`config.mk`:
```
export PLATFORM = sky130hd
export DESIGN_NAME = shift_seq_arbiter
export DESIGN_NICKNAME = d
export VERILOG_FILES = /design/src/rtl/shift_seq_arbiter.sv
export SDC_FILE = /design/constraint.sdc
export NUM_CORES = 1
export LEC_CHECK = 0
export ABC_AREA = 1
export BUFFER_PORTS_ARGS = -buffer_cell sky130_fd_sc_hd__buf_2
export CELL_PAD_IN_SITES_DETAIL_PLACEMENT = 1
export CELL_PAD_IN_SITES_GLOBAL_PLACEMENT = 1
export CORE_ASPECT_RATIO = 1.4
export CORE_MARGIN = 1.5
export CORE_UTILIZATION = 35
export CTS_BUF_LIST = sky130_fd_sc_hd__clkbuf_16
export CTS_CLUSTER_SIZE = 40
export DETAILED_ROUTE_END_ITERATION = 8
export PLACE_DENSITY_LB_ADDON = 0.1
export SYNTH_ARGS = -nofsm -noshare
export SYNTH_HDL_FRONTEND = slang
export SYNTH_SLANG_ARGS = --single-unit
export TNS_END_PERCENT = 50
```
`constraint.sdc`:
```
create_clock -name clk -period 2.7 [get_ports clk]
set_clock_uncertainty 0.15 [all_clocks]
set_input_delay 0.135 -clock clk [delete_from_list [all_inputs] [get_ports clk]]
set_output_delay 0.135 -clock clk [all_outputs]
set_load 0.02 [all_outputs]
```
`src/rtl/shift_seq_arbiter.sv`:
```
// shift_seq_arbiter: two requesters share a single one-position shifter.
// A round-robin arbiter picks one job in IDLE, the job is stepped once per
// clock in SHIFT until its count expires, and the result is held in DONE
// until the consumer takes it.

// One-position logical shifter. Sel[1] picks the operand (0 = A, 1 = B),
// Sel[0] picks the direction (0 = right, 1 = left). Vacated bits fill with
// zero; the sign bit is never replicated.
module Arithmetic_Shift_Top_Module #(
  parameter int Width = 4
) (
  input  logic [Width-1:0] A,
  input  logic [Width-1:0] B,
  input  logic [1:0]       Sel,
  output logic [Width-1:0] out
);

  logic [Width-1:0] operand;

  // Operand select, then a single-step shift in the requested direction.
  always_comb begin
    // NOTE: every always_comb output gets a default first so no path can
    // leave it unassigned and infer a latch.
    operand = A;
    out     = '0;
    if (Sel[1]) operand = B;
    if (Sel[0]) out = {operand[Width-2:0], 1'b0};
    else        out = {1'b0, operand[Width-1:1]};
  end

endmodule

module shift_seq_arbiter #(
  parameter int Width     = 4,
  parameter int Amt_Width = 3
) (
  input  logic                 clk,
  input  logic                 rst_n,
  input  logic                 Req0_Valid,
  output logic                 Req0_Ready,
  input  logic [Width-1:0]     Req0_Data,
  input  logic                 Req0_Dir,
  input  logic [Amt_Width-1:0] Req0_Amt,
  input  logic                 Req1_Valid,
  output logic                 Req1_Ready,
  input  logic [Width-1:0]     Req1_Data,
  input  logic                 Req1_Dir,
  input  logic [Amt_Width-1:0] Req1_Amt,
  output logic                 Out_Valid,
  input  logic                 Out_Ready,
  output logic [Width-1:0]     Out_Data,
  output logic                 Out_Id,
  output logic                 Busy
);

  localparam logic [1:0] IDLE  = 2'd0;
  localparam logic [1:0] SHIFT = 2'd1;
  localparam logic [1:0] DONE  = 2'd2;

  logic [1:0]           state;
  logic [Width-1:0]     work;       // working register, also the result
  logic [Amt_Width-1:0] count;      // remaining shift steps
  logic                 job_dir;
  logic                 job_id;
  logic                 last_id;    // requester granted most recently

  logic                 is_idle;
  logic                 grant_id;
  logic                 handshake;
  logic [Width-1:0]     sel_data;
  logic                 sel_dir;
  logic [Amt_Width-1:0] sel_amt;
  logic [Width-1:0]     shift_a;
  logic [Width-1:0]     shift_b;
  logic [Width-1:0]     shift_out;

  assign is_idle = (state == IDLE);

  // Round-robin pick: contention goes to whoever was not served last,
  // a lone valid requester always wins.
  always_comb begin
    grant_id = 1'b0;
    if (Req0_Valid && Req1_Valid) grant_id = ~last_id;
    else                          grant_id = Req1_Valid;
  end

  assign Req0_Ready = is_idle & Req0_Valid & ~grant_id;
  assign Req1_Ready = is_idle & Req1_Valid &  grant_id;
  assign handshake  = (Req0_Valid & Req0_Ready) | (Req1_Valid & Req1_Ready);

  // Job fields from whichever requester holds the grant.
  always_comb begin
    sel_data = Req0_Data;
    sel_dir  = Req0_Dir;
    sel_amt  = Req0_Amt;
    if (grant_id) begin
      sel_data = Req1_Data;
      sel_dir  = Req1_Dir;
      sel_amt  = Req1_Amt;
    end
  end

  // Requester 0 jobs ride on port A, requester 1 jobs on port B; the
  // unused port is tied to zero.
  assign shift_a = job_id ? '0   : work;
  assign shift_b = job_id ? work : '0;

  Arithmetic_Shift_Top_Module #(
    .Width (Width)
  ) u_shifter (
    .A   (shift_a),
    .B   (shift_b),
    .Sel ({job_id, job_dir}),
    .out (shift_out)
  );

  // Sequencer: accept a job in IDLE, step it in SHIFT, hold it in DONE.
  // NOTE: asynchronous active-low reset clears every state register so an
  // interrupted job is discarded and requester 0 wins the first contention.
  always_ff @(posedge clk or negedge rst_n) begin
    if (!rst_n) begin
      state   <= IDLE;
      work    <= '0;
      count   <= '0;
      job_dir <= 1'b0;
      job_id  <= 1'b0;
      last_id <= 1'b1;
    end else begin
      // NOTE: non-blocking assignments so every register samples values
      // from before the edge, independent of statement order.
      case (state)
        IDLE: begin
          if (handshake) begin
            work    <= sel_data;
            job_dir <= sel_dir;
            job_id  <= grant_id;
            last_id <= grant_id;
            count   <= sel_amt;
            if (sel_amt == '0) state <= DONE;
            else               state <= SHIFT;
          end
        end
        SHIFT: begin
          work  <= shift_out;
          count <= count - 1'b1;
          if (count == Amt_Width'(1)) state <= DONE;
        end
        DONE: begin
          if (Out_Ready) state <= IDLE;
        end
        default: state <= IDLE;
      endcase
    end
  end

  assign Out_Valid = (state == DONE);
  assign Out_Data  = work;
  assign Out_Id    = job_id;
  assign Busy      = ~is_idle;

endmodule

```
==> flow_summary_export.csv <==
group,metric,value,unit
worst_setup_path,cp_cell_sequence,"nand2_2 > nand2_2 > inv_2 > nand2_2 > nand3_2 > inv_1 > nand2_1 > nand2_1",
sta,fin_tns_setup,0,ns
detailed_routing,vias_per_cell,5.05,
die,die_h,59.9,um
grt,grt_pass1_vias,913,
die,start_util,37.2,%
detailed_routing,wirelength,2420,um
worst_setup_path,crit_path_start_kind,"register",
clock_network,cts.clk_slew.worst_paths,0.04,ns
synth,async_flop_share,100,%
synth,synth_nets,143,
power,ir_worst_vdd,671,uV
grt,antenna_found_initial,0,
die,die-area,2610,um^2
worst_setup_path,cp-end-kind,"register",
worst_setup_path,crit_top_cell,"nand2_2",
layout,finalInstanceArea,1050,um^2
synth,synth_edf_count,0,
worst_setup_path,crit_family,"simple AND/OR/NAND/NOR gates",
sta,fmax,0.567,GHz
synth,syn_avg_cell_area,6.75,um^2
die,num_rows,20,
synth,synth_seq_cells,12,
sta,relSlewSlack,79.6,%
clock_network,cts.sinks,12,
outcome,status,"completed",
placement,dp_hpwl,1910,um
grt,grt_pass1_wl,3960,um
synth,ys_seq_area_share,37.2,%
layout,diodes,0,
clock_network,clockRootBuffer,"clkbuf_16",
synth,synth_ff_type,"dfrtp_1",
detailed_routing,wl_per_cell,13.9,um
detailed_routing,dr_total_vias,879,
sta,timing_hold_violations_final,0,
sta,report.final.slew_viol_count,0,
power,finalPower,1.33,mW
detailed_routing,first_pass_iters,4,
sta,fin_hold_ws,0.00975,ns
worst_setup_path,worst-setup-path-type,"reg -> reg",
layout,finalNetCount,176,
run,maxCapViolCount,0,
synth,synth_area,810,um^2
clock_network,worstSkewPairLatency,0.24,ns
worst_setup_path,crit_arrival,1.79,ns
grt,grt_overflow,0,
placement,port_buffers,29,
synth,ys_warn_count,0,
synth,synth_cell_types,21,
worst_setup_path,critPathRequiredTime,2.73,ns
worst_setup_path,cp_slowest_cell,"dfstp_2",
worst_setup_path,cp_num_buf_inv,2,
min_path,hp-class,"in -> reg",
grt,grtUsageTotal,21.0,%
clock_network,htreeDepth,1,
die,die_w,43.6,um
sta,final.min_clock_period,1.76,ns
die,fp.coreArea,2180,um^2
placement,dpl-instance-area,963,um^2
detailed_routing,ant_nets,0,
clock_network,numCtsBuffers,3,
detailed_routing,drt-initial-drc-count,10,
power,power.density,1260,nW/um^2
placement,gp_congestion,0.799,
worst_setup_path,slowest_delay,0.53,ns
clock_network,cts_tree,"done",
clock_network,clock_path_buffers,2,
layout,utilization,48.3,%
worst_setup_path,path_max_fanout,12,
layout,drive_above_1_share,28.3,%
layout,area_growth,30.0,%
synth,syn_inst,120,
power,p_leak,0.634,nW
sta,timing.final.crit_share,65.3,%
detailed_routing,drc,0,
sta,worst_slew_pin_slew,0.305,ns
die,pin_count,30,
grt,grt_max_degree,13,
clock_network,cts_resized,0,
sta,setup_violations,0,
sta,rsz0062_at_grt,"no",
layout make-up:
class / count / area, um^2
Timing Repair Buffer: 30 / 155
Clock buffer: 3 / 75.1
Fill cell: 305 / 1120
Inverter: 20 / 77.6
Sequential cell: 12 / 302
Tap cell: 22 / 27.5
Clock inverter: 1 / 3.75
Multi-Input combinational cell: 86 / 412
final timing paths:
| kind | startpoint | to | slack, ns | cells past startpoint |
|---|---|---|---|---|
| setup / recovery | last_id$_DFFE_PN1P_ | Out_Data[2]$_DFFE_PN0P_ | 0.94 | 8 |
| hold / removal | Out_Ready | state[1]$_DFFE_PN0P_ | 0.01 | 4 |
| setup reg to reg | last_id$_DFFE_PN1P_ | Out_Data[2]$_DFFE_PN0P_ | 0.94 | 8 |
| hold reg to reg | count[2]$_DFFE_PN0P_ | count[2]$_DFFE_PN0P_ | 0.32 | 2 |
| max in group asynchronous | rst_n | last_id$_DFFE_PN1P_ | 1.96 | 2 |
| min in group asynchronous | rst_n | Out_Id$_DFFE_PN0P_ | 0.16 | 2 |
Yosys cell counts (2+ instances only):
cell      number  area, um^2
ha_1           2        25.0
nor2_1         3        11.3
dfrtp_1       11         275
o21ai_1        2        10.0
inv_1         17        63.8
o211ai_1       3        22.5
nand2_2        3        18.8
o21ai_0        2        10.0
nand3_1       16        80.1
inv_2          2        7.51
nand2_1       49         184
worst min-delay path: cells and delay by family:
kind / cells / cell delay [ns]
AND/OR/NAND/NOR: 2 / 0.12
buffers and inverters: 2 / 0.10
sequential cells by signal (all words and copies together), names as in the netlist:
signal    cells
Out_Data      4
last_id       1
job_dir       1
state         2
Out_Id        1
count         3
per-layer routing:
metal  wire length (um)  track usage [%]
met3                 84             4.53
met4                 25             6.49
met5                  0                0
met1                893             20.2
met2               1420             42.4
report_power, final:
| part | internal (mW) | switching [mW] | leakage [nW] | total (mW) |
|---|---|---|---|---|
| logic | 0.227 | 0.465 | 0.451 | 0.692 |
| clock network | 0.195 | 0.0780 | 0.0385 | 0.273 |
| registers | 0.282 | 0.0789 | 0.144 | 0.361 |
| total | 0.704 | 0.622 | 0.634 | 1.33 |
metrics by stage:
stage	setup WS, ns	std cells
2_1_floorplan	1.31	120
3_3_place_gp	1.02	169
3_5_place_dp	0.941	169
4_1_cts	0.925	174
5_1_grt	0.803	174
6_report	0.936	174
cells by family after synthesis:
| family | after synthesis | share of synthesized area, % |
|---|---|---|
| AOI/OAI and AO/OA | 8 | 6.34 |
| adders and majority gates | 2 | 3.09 |
| and+or+nand+nor | 76 | 41.4 |
| DFF | 12 | 37.2 |
| buffers and inverters | 22 | 11.9 |
what timing repair did:
item,CTS,global route
hold endpoints to repair,12,0
hold buffers,1,0
buffers inserted,0,0
cells in the final DEF (no fill, tap or decap), drive strengths merged:
cell and count:
dlygate4sd3 1, or2 1, o211ai 3, ha 2, buf 29, nor2 5
clkinv 1, dfstp 1, nand3b 1, dfrtp 11, inv 20, clkbuf 3
o21ai 5, nand2 52, nand3 17
Note: power is estimated with default switching activity, not from simulation.
